[src/rtl/rob_pkg.sv]
// Shared widths, types and the allocation-range helper for the memory response reorder buffer.
// Depth is 2**ROB_IDWIDTH, so the ID space and the slot index are the same thing.
package rob_pkg;
  localparam int ROB_IDWIDTH = 4;
  localparam int ROB_AWIDTH  = 32;
  localparam int ROB_DWIDTH  = 32;
  localparam int ROB_DEPTH   = 1 << ROB_IDWIDTH;

  typedef logic [ROB_IDWIDTH-1:0] rob_id_t;
  typedef logic [ROB_IDWIDTH:0]   rob_cnt_t;
  typedef logic [ROB_DWIDTH-1:0]  rob_data_t;
  typedef logic [ROB_AWIDTH-1:0]  rob_addr_t;

  // True when id lies in the live window [retire_ptr, retire_ptr + count) modulo depth.
  function automatic logic rob_in_flight(rob_id_t id, rob_id_t retire_ptr, rob_cnt_t count);
    rob_id_t ofs;
    ofs = id - retire_ptr;
    return ({1'b0, ofs} < count);
  endfunction
endpackage

[src/rtl/rob_ptr_ctrl.sv]
// Allocation/retire pointers and occupancy count; pointers wrap modulo depth, updates land at the edge.
// No backpressure of its own: full is exported and the caller must not accept while it is high.
module rob_ptr_ctrl
  import rob_pkg::*;
(
  input  logic     clk,
  input  logic     rst_,
  input  logic     accept,
  input  logic     retire,
  output rob_id_t  alloc_ptr,
  output rob_id_t  retire_ptr,
  output rob_cnt_t count,
  output logic     full
);
  logic empty;

  assign full  = (count == rob_cnt_t'(ROB_DEPTH));
  assign empty = (count == '0);

  always_ff @(posedge clk or negedge rst_) begin
    if (!rst_) begin
      alloc_ptr  <= '0;
      retire_ptr <= '0;
      count      <= '0;
    end else begin
      if (accept)
        alloc_ptr <= alloc_ptr + rob_id_t'(1);
      if (retire && !empty)
        retire_ptr <= retire_ptr + rob_id_t'(1);
      // Simultaneous accept and retire leave the occupancy unchanged.
      if (accept && !(retire && !empty))
        count <= count + rob_cnt_t'(1);
      else if (!accept && retire && !empty)
        count <= count - rob_cnt_t'(1);
    end
  end
endmodule

[src/rtl/mem_rsp_rob.sv]
// Reorder buffer: tags in-order reads with free IDs, returns out-of-order data in request order, >=1 cycle rsp->out.
// Stalls upstream when full (no full bypass); out held under out_rsp_rdy=0. ROB_ERR_CHK_EN enables rob_err checking.
module mem_rsp_rob
  import rob_pkg::*;
(
  input  logic      clk,
  input  logic      rst_,
  input  logic      in_req_val,
  output logic      in_req_rdy,
  input  rob_addr_t in_req_addr,
  output logic      mem_req_val,
  output rob_addr_t mem_req_addr,
  output rob_id_t   mem_req_ID,
  input  logic      mem_rsp_val,
  input  rob_id_t   mem_rsp_ID,
  input  rob_data_t mem_rsp_data,
  output logic      out_rsp_val,
  input  logic      out_rsp_rdy,
  output rob_data_t out_rsp_data,
  output logic      rob_err
);
  rob_id_t        alloc_ptr;
  rob_id_t        retire_ptr;
  rob_cnt_t       count;
  logic           full;
  logic           accept;
  logic           retire;
  logic           rsp_wr;
  logic [ROB_DEPTH-1:0] done;
  rob_data_t      data [ROB_DEPTH];

  rob_ptr_ctrl u_ptr (
    .clk        (clk),
    .rst_       (rst_),
    .accept     (accept),
    .retire     (retire),
    .alloc_ptr  (alloc_ptr),
    .retire_ptr (retire_ptr),
    .count      (count),
    .full       (full)
  );

  assign in_req_rdy   = !full;
  assign accept       = in_req_val && !full;
  assign mem_req_val  = accept;
  assign mem_req_addr = in_req_addr;
  assign mem_req_ID   = alloc_ptr;

  // A stray done bit on an empty ROB must not present data or underflow the count.
  assign out_rsp_val  = done[retire_ptr] && (count != '0);
  assign out_rsp_data = data[retire_ptr];
  assign retire       = out_rsp_val && out_rsp_rdy;

`ifdef ROB_ERR_CHK_EN
  logic rsp_ok;
  assign rsp_ok = rob_in_flight(mem_rsp_ID, retire_ptr, count) && !done[mem_rsp_ID];
  assign rsp_wr = mem_rsp_val && rsp_ok;

  always_ff @(posedge clk or negedge rst_) begin
    if (!rst_)
      rob_err <= 1'b0;
    else if (mem_rsp_val && !rsp_ok)
      rob_err <= 1'b1;
  end
`else
  assign rsp_wr  = mem_rsp_val;
  assign rob_err = 1'b0;
`endif

  // Clear is applied after set so a retire wins over a same-cycle response to that slot.
  always_ff @(posedge clk or negedge rst_) begin
    if (!rst_) begin
      done <= '0;
    end else begin
      if (rsp_wr)
        done[mem_rsp_ID] <= 1'b1;
      if (retire)
        done[retire_ptr] <= 1'b0;
    end
  end

  always_ff @(posedge clk) begin
    if (rsp_wr)
      data[mem_rsp_ID] <= mem_rsp_data;
  end
endmodule

[config.mk]
export PLATFORM = sky130hd
export DESIGN_NAME = mem_rsp_rob
export DESIGN_NICKNAME = d
export VERILOG_FILES = /design/src/rtl/rob_pkg.sv /design/src/rtl/rob_ptr_ctrl.sv /design/src/rtl/mem_rsp_rob.sv
export SDC_FILE = /design/constraint.sdc
export NUM_CORES = 1
export LEC_CHECK = 0
export ABC_AREA = 1
export CORE_UTILIZATION = 40
export CTS_BUF_LIST = sky130_fd_sc_hd__clkbuf_16
export DETAILED_ROUTE_END_ITERATION = 10
export PLACE_DENSITY = 0.67
export SLEW_MARGIN = 20
export SYNTH_ARGS = -nofsm -noshare
export SYNTH_HDL_FRONTEND = slang
export SYNTH_SLANG_ARGS = --single-unit
[constraint.sdc]
create_clock -name clk -period 4.7 [get_ports clk]
set_clock_uncertainty 0.1 [all_clocks]
set_input_delay 0.94 -clock clk [delete_from_list [all_inputs] [get_ports clk]]
set_output_delay 0.94 -clock clk [all_outputs]
set_load 0.02 [all_outputs]
Word-level counts from Yosys, hierarchy flattened
Memories as Yosys holds them, arrays and structs flattened.
Index checks and enable logic that the tools add are counted.
- bits in registers: 29
- input port bits: 73
- bits in writable memories: 512
- memories: 1
- output and inout port bits: 72
- logic and storage cells: 45
- memory list (name ; depth ; width ; rd ports ; clocked after memory_dff ; write ports ; RTL line ; RTL):
    data ; 16 ; 32 ; 1 ; 0 ; 1 ; mem_rsp_rob.sv:30 ; rob_data_t data [ROB_DEPTH];
- reduce and logical (&&, ||, !) cells: 16
- add/sub/neg operators: 4
- bitwise gates (word level): 3
- $lt $le $gt $ge: 4
- equality and inequality tests: 1
- mux-type cells: 12
- operators by type and width (cell ; count):
    $mux 16 ; 2
    $and 16x16->16 ; 1
    $not 16->16 ; 1
    $or 16x16->16 ; 1
    $lt 4x5->1 const B ; 2
    $mux 5 ; 2
    $logic_and 1x1->1 ; 9
    $add 4x1->4 const B ; 2
    $demux 1 s4 ; 2
    $ge 4x1->1 const B ; 2
    $add 5x1->5 const B ; 1
    $eq 5x5->1 const B ; 1
    $logic_not 5->1 ; 1
    $mux 1 ; 5
    $reduce_bool 5->1 ; 1
    $sub 5x1->5 const B ; 1
    $bmux 1 s4 ; 1
    $logic_not 1->1 ; 4
    $reduce_bool 2->1 ; 1

Longest topological paths before layout
Gate-level depths: netlist of run 1.
- depth after elaboration: 8
- mapped depth: 19
- depth with buffers taken out: 18

Modules after synthesis
Synthesis of run 1 repeated with hierarchy kept, for this count alone.
- cells, all modules: 1473
- area, all modules: 21067.7 µm²
- by module, submodules not included (module ; seq. area each (µm²) ; area an instance (µm²) ; times used ; cells an instance):
    mem_rsp_rob ; 15775.1 ; 20358.3 ; 1 ; 1395
    rob_ptr_ctrl ; 325.3 ; 709.4 ; 1 ; 78

Worst setup path after synthesis of run 1
Ideal clock, no wire load.
- path type: input-to-reg
- start: in mem_rsp_val
- end: mem data[11][0] in the netlist's numbering (enable)
- arrival time: 2.643 ns
- setup slack: 1.535 ns
- library setup time: 0.422 ns
- data required time: 4.178 ns
- buffers on the path: 0
- cell stages on the path: 4
- path through: inv_1 -> nor3_1 -> inv_1 -> nor2_1
- cells in the longest elaborated chain, start to end: 2
- RTL lines (item ; RTL line ; RTL):
    start: declaration ; mem_rsp_rob.sv:14 ; input logic mem_rsp_val,
    $mux 1 ; mem_rsp_rob.sv:83 ; if (rsp_wr)
    $mux 1 (not written as such) ; mem_rsp_rob.sv:84 ; data[mem_rsp_ID] <= mem_rsp_data;
    end: declaration ; mem_rsp_rob.sv:30 ;
No other way between the ends.

Worst setup path after layout of run 1
- start: reg u_ptr.retire_ptr[1]
- end: out out_rsp_data[6]
- cells in the longest elaborated chain, start to end: 1
- RTL lines (item ; RTL line ; RTL):
    start: declaration ; rob_ptr_ctrl.sv:11 ; output rob_id_t retire_ptr,
    start signal: assignment ; rob_ptr_ctrl.sv:29 ; retire_ptr <= retire_ptr + rob_id_t'(1);
    $mem_v2 16x32 ; n/a ;
    end: declaration ; mem_rsp_rob.sv:19 ; output rob_data_t out_rsp_data,
No other way between the ends.

==> results of run 1 <==
[cells in the mapped netlist (all sizes together)]
cell / number
clkinv: 1
a21o: 1
xor2: 5
a21oi: 4
nor2: 295
buf: 59
conb: 1
nand4: 34
o21ai: 257
xnor2: 3
o21a: 2
dfrtp: 29
inv: 42
nand2: 185
a31oi: 12
o22ai: 128
clkbuf: 76
nor3: 4
edfxtp: 512
fa: 1
ha: 8
nor4: 1
nand3: 14
[stage by stage]
stage | instance area, sq um | setup WS [ps] | power [mW]
after global placement | 23050 | 1134 | 10.92
after detailed placement | 23050 | 1145 | 11.01
after global routing | 24900 | 353.8 | 16.09
after floorplan | 21480 | 1535 | 9.089
after CTS | 24900 | 491.8 | 15.40
final | 24900 | 511.7 | 15.32
[how the worst max path moves through the flow]
stage                        start                to  slack, ps  depth (start not counted)
2_1_floorplan          mem_rsp_val       data[11][0]       1530                          4
3_3_place_gp   u_ptr.retire_ptr[1]  out_rsp_data[14]       1130                          7
3_5_place_dp   u_ptr.retire_ptr[1]  out_rsp_data[14]       1140                          7
4_1_cts        u_ptr.retire_ptr[1]  out_rsp_data[23]        490                          7
5_1_grt        u_ptr.retire_ptr[1]  out_rsp_data[28]        350                          7
6_report       u_ptr.retire_ptr[1]   out_rsp_data[6]        510                          7
[cells in the final DEF, fill, tap and decap left out, drive strengths merged, types with 5 or more instances in the layout]
| master | instances |
|---|---|
| nand4 | 34 |
| xor2 | 5 |
| clkinv | 23 |
| o22ai | 128 |
| a31oi | 12 |
| nor2 | 295 |
| nand2 | 185 |
| dfrtp | 29 |
| nand3 | 14 |
| ha | 8 |
| o21ai | 257 |
| buf | 38 |
| clkdlybuf4s50 | 79 |
| edfxtp | 512 |
| inv | 53 |
| bufinv | 8 |
| clkbuf | 55 |
[state kept, by name, indices dropped and copies added (netlist names)]
name              flops
u_ptr.count           5
u_ptr.retire_ptr      4
done                 16
data                512
u_ptr.alloc_ptr       4
[report_power, final]
part / switching, mW / leakage [nW] / internal [mW]
registers: 0.135 / 4.95 / 5.50
logic: 3.45 / 2.35 / 1.83
clock network: 1.83 / 0.934 / 2.58
total: 5.42 / 8.24 / 9.91
[final cells by class]
type | count | area share [%]
diodes | 1 | 0.01005
clock buffers | 55 | 5.528
clock inverters | 45 | 1.895
inverters | 43 | 0.6734
multi-input cells | 955 | 18.82
flip-flops and latches | 541 | 64.70
well taps | 688 | 3.457
repair buffers | 117 | 4.925
[routing by layer]
layer / share of wire [%] / GRT usage (%)
met1: 41 / 25.32
met2: 49 / 31.83
met3: 6.9 / 2.930
met4: 3.1 / 7.792
met5: 0.025 / 0
[cells by family after synthesis]
group / Yosys count / share of synthesized area [%]
XOR/XNOR: 8 / 0.3262
adder cells (fa/ha/maj): 9 / 0.5592
flip-flops: 541 / 74.95
buffers and inverters: 178 / 3.868
AND/OR/NAND/NOR: 533 / 10.01
AO/OA/AOI/OAI: 404 / 10.26
other: 1 / 0.01746
==> metrics, run 1 <==
status=finished with violations; failing checks=DRC; Yosys top cell by area=edfxtp_1; initial antenna violation count=2; final core occ=47.19%; largest net degree at the start of global routing=143; crit path cell chain=clkinv_2, buf_12, o21ai_0, o22ai_1, nand2_1, nand4_1, clkdlybuf4s50_1; die area=54630 sq um; WL per Instance=21.30 um; period utilization=89.11%; synth warn=0; Via Count=13495; Critical Path Start Type=flop; fraction of layout cells with a size suffix above 1=8.827%; Fill cells=4522; CP endpoint kind=output port; post-synthesis sequential area ratio=74.95%; Root Buffer=clkbuf_16; peak supply drop=0.3514 mV; RSZ-0062 raised after global routing=no; Mapped Area=21480 sq um; final HPWL from detailed placement=26630 um; Die Y=233.7 um; hold_sp=u_ptr.alloc_ptr[3]; placed insts=2344; CTS Sinks=541; worst r2r dst=u_ptr.count[4]; fmax=238.8 MHz; # DRC=42; post-layout minimum cycle time=4188 ps; Area contributors post-synth=edfxtp_1, o21ai_0, nor2_1; Slew HR=40.41%; crit path buf inv count=3; gpl congestion=0.7629; Mapped Nets=1756; R2R depth=18; Post-Route WL=52090 um; Critical-path top delay cell=clkdlybuf4s50_1; Initial Util=40.71%; global-route total usage across every layer=19.20%; TritonCTS buffer count=54; Die Width=233.7 um; Worst path top cell family by delay=buffers and inverters; CP required=3660 ps; hold-fix buffers at CTS=0; mean number of vias per cell=5.519; number of synthesized register bits=541; hold path depth=1; Worst R2R Start=u_ptr.retire_ptr[1]; clock-pin slew on the worst setup and hold paths=60 ps; core area=52760 sq um; drt first pass iters=8; Yosys top cell area share=71.58%; register area=16110 sq um; CP max FO=116; post-CTS setup buffers=0; hold_ws=374.3 ps; PwrDens=615.5 nW/um^2; fin cells=2445; H-tree levels=2; area delta synth->final=15.91%; Slew Limit Fails=0; setup tns final=0 ps; number of global-route vias before repair=13060; R2R Setup Slk=1490 ps; Hold Crit Endpoint=u_ptr.alloc_ptr[3]; Nets=1794; Mapped Cells=1674; Longest Clk Path Bufs=3; Least-Margin Pin Slew=891.7 ps; Ports=145; LEAKAGE=8.239 nW; synth unique cells=32; Worst-Skew Late Latency=600 ps; crit path kind=flop to output port; first-pass GRT wire length=78300 um; Critical Path AT=3150 ps; type of the worst min-delay path=flop to flop; slowest cell delay on critical path=650 ps; Resized Gates After CTS=0; area of the multi-input gates=4684 sq um; # Max-Cap Violations=0; Post-DRT Antenna Nets=0; grt ovf=0; CTS tree=done; # setup viols final=0; Avg Synthesized Cell Area=12.83 sq um; Detailed Route Iter0 Violations=1456; Row Count=84; Fin. Hold Viols=0; Port Buffers=79
No activity file was read; power rests on OpenSTA's default activity.
==> run 2, diff against run 1 <==
==> constraint.sdc (replaced) <==
create_clock -name clk -period 4.7 [get_ports clk]
set_clock_uncertainty 0.1 [all_clocks]
set_input_delay 0.94 -clock clk [delete_from_list [all_inputs] [get_ports clk]]
set_output_delay 0.94 -clock clk [all_outputs]
set_load 0.005 [all_outputs]
==> metrics, run 2 (synthesis results as in run 1) <==
gpl congestion=0.7638; hold-fix buffers at CTS=0; RSZ-0062 raised after global routing=no; Critical Path Start Type=flop; LEAKAGE=8.195 nW; hold_ws=376.3 ps; Die Y=233.7 um; Row Count=84; WL per Instance=21.55 um; area delta synth->final=15.39%; core area=52760 sq um; status=finished with violations; peak supply drop=0.4925 mV; post-CTS setup buffers=0; most frequent cells in the layout=edfxtp_1, nor2_1, o21ai_0; Via Count=13590; register area=16110 sq um; mean number of vias per cell=5.561; global-route total usage across every layer=19.44%; number of global-route vias before repair=13286; Slew Limit Fails=0; Fill cells=4538; drt first pass iters=10; initial antenna violation count=2; Post-DRT Antenna Nets=0; grt ovf=0; GR Layer Usage met1=25.70%; CTS Sinks=541; area of the multi-input gates=4684 sq um; CP required=3660 ps; Resized Gates After CTS=0; Nets=1797; type of the worst min-delay path=flop to flop; fmax=230.5 MHz; GRT busiest layer=met2; max reg flops=512; CTS tree=done; CP max FO=136; Longest Clk Path Bufs=3; # setup viols final=0; design area=24790 sq um; Detailed Route Iter0 Violations=1498; grt met2 use=32.05%; largest net degree at the start of global routing=268; H-tree levels=2; n_diodes=0; failing checks=DRC; leading cell type in the layout, fill and taps excluded=edfxtp_1; TritonCTS buffer count=55; met3 Use GR=3.709%; post-layout minimum cycle time=4339 ps; PwrDens=595.5 nW/um^2; first-pass GRT wire length=79650 um; Slew HR=39.21%; die area=54630 sq um; Die Width=233.7 um; clock-pin slew on the worst setup and hold paths=60 ps; Largest Register=data; period utilization=92.32%; # Max-Cap Violations=0; CP endpoint kind=output port; # DRC=38; final HPWL from detailed placement=27150 um; placed inst area=23020 sq um; Root Buffer=clkbuf_16; fraction of layout cells with a size suffix above 1=8.542%; Top Registers=data: 512 flops, done: 16 flops, u_ptr.count: 5 flops; Ports=145; Fin. Hold Viols=0; Post-Route WL=52660 um; Initial Util=40.71%; Critical Path AT=3300 ps; crit path kind=flop to output port; Worst-Skew Late Latency=600 ps; Port Buffers=79; setup tns final=0 ps; Least-Margin Pin Slew=909.7 ps
## run 2: changes by cell type in the layout (fill, tap and decap cells not counted), sizes merged
cell and change:
clkinvlp -2, bufinv -3, clkinv +1, buf +2, diode -1, inv +2
## run 2: final cells by class
cell class	count	share of cell area, %
Clock inverter	43	1.474
Timing Repair Buffer	119	4.937
Multi-Input combinational cell	955	18.90
Inverter	43	0.6764
Sequential cell	541	64.99
Clock buffer	55	5.553
Tap cell	688	3.473
## run 2: metrics by stage
stage	std cells	utilization [%]	worst slack [ps]	power, mW
floorplan	1674	-	1535	8.674
global placement	2345	43.63	1085	10.50
detailed placement	2345	43.63	1057	10.62
CTS	2443	46.93	409.9	14.82
global route	2444	46.98	205.1	15.59
finish	2444	46.98	360.8	14.76
## run 2: path summary, 6_finish.rpt
check	start	endpoint	slack [ps]	cells after the start
max	u_ptr.retire_ptr[0]	out_rsp_data[28]	360	7
min	u_ptr.alloc_ptr[3]	u_ptr.alloc_ptr[3]	380	1
max reg2reg	u_ptr.retire_ptr[0]	u_ptr.count[4]	1230	19
min reg2reg	u_ptr.alloc_ptr[3]	u_ptr.alloc_ptr[3]	380	1
max in group asynchronous	rst_	u_ptr.retire_ptr[0]	3560	2
min in group asynchronous	rst_	u_ptr.count[4]	620	2
## run 2: critical path, cell delays in order (launching register included)
cell	delay (ps)
dfrtp_4	450
buf_12	430
buf_16	440
o21ai_0	180
o22ai_1	190
nand2_1	80
nand4_1	240
clkdlybuf4s50_1	560
## run 2: metal layers
layer,vias up,part of all wire [%]
met1,6797,41
met2,530,49
li1,6154,-
met5,-,0.044
met4,4,2.4
met3,105,7.6
## run 2: power by group
group	total, mW	switching, mW	internal (mW)
registers	5.64	0.134	5.50
logic	4.91	3.10	1.81
clock network	4.21	1.80	2.41
total	14.8	5.03	9.73
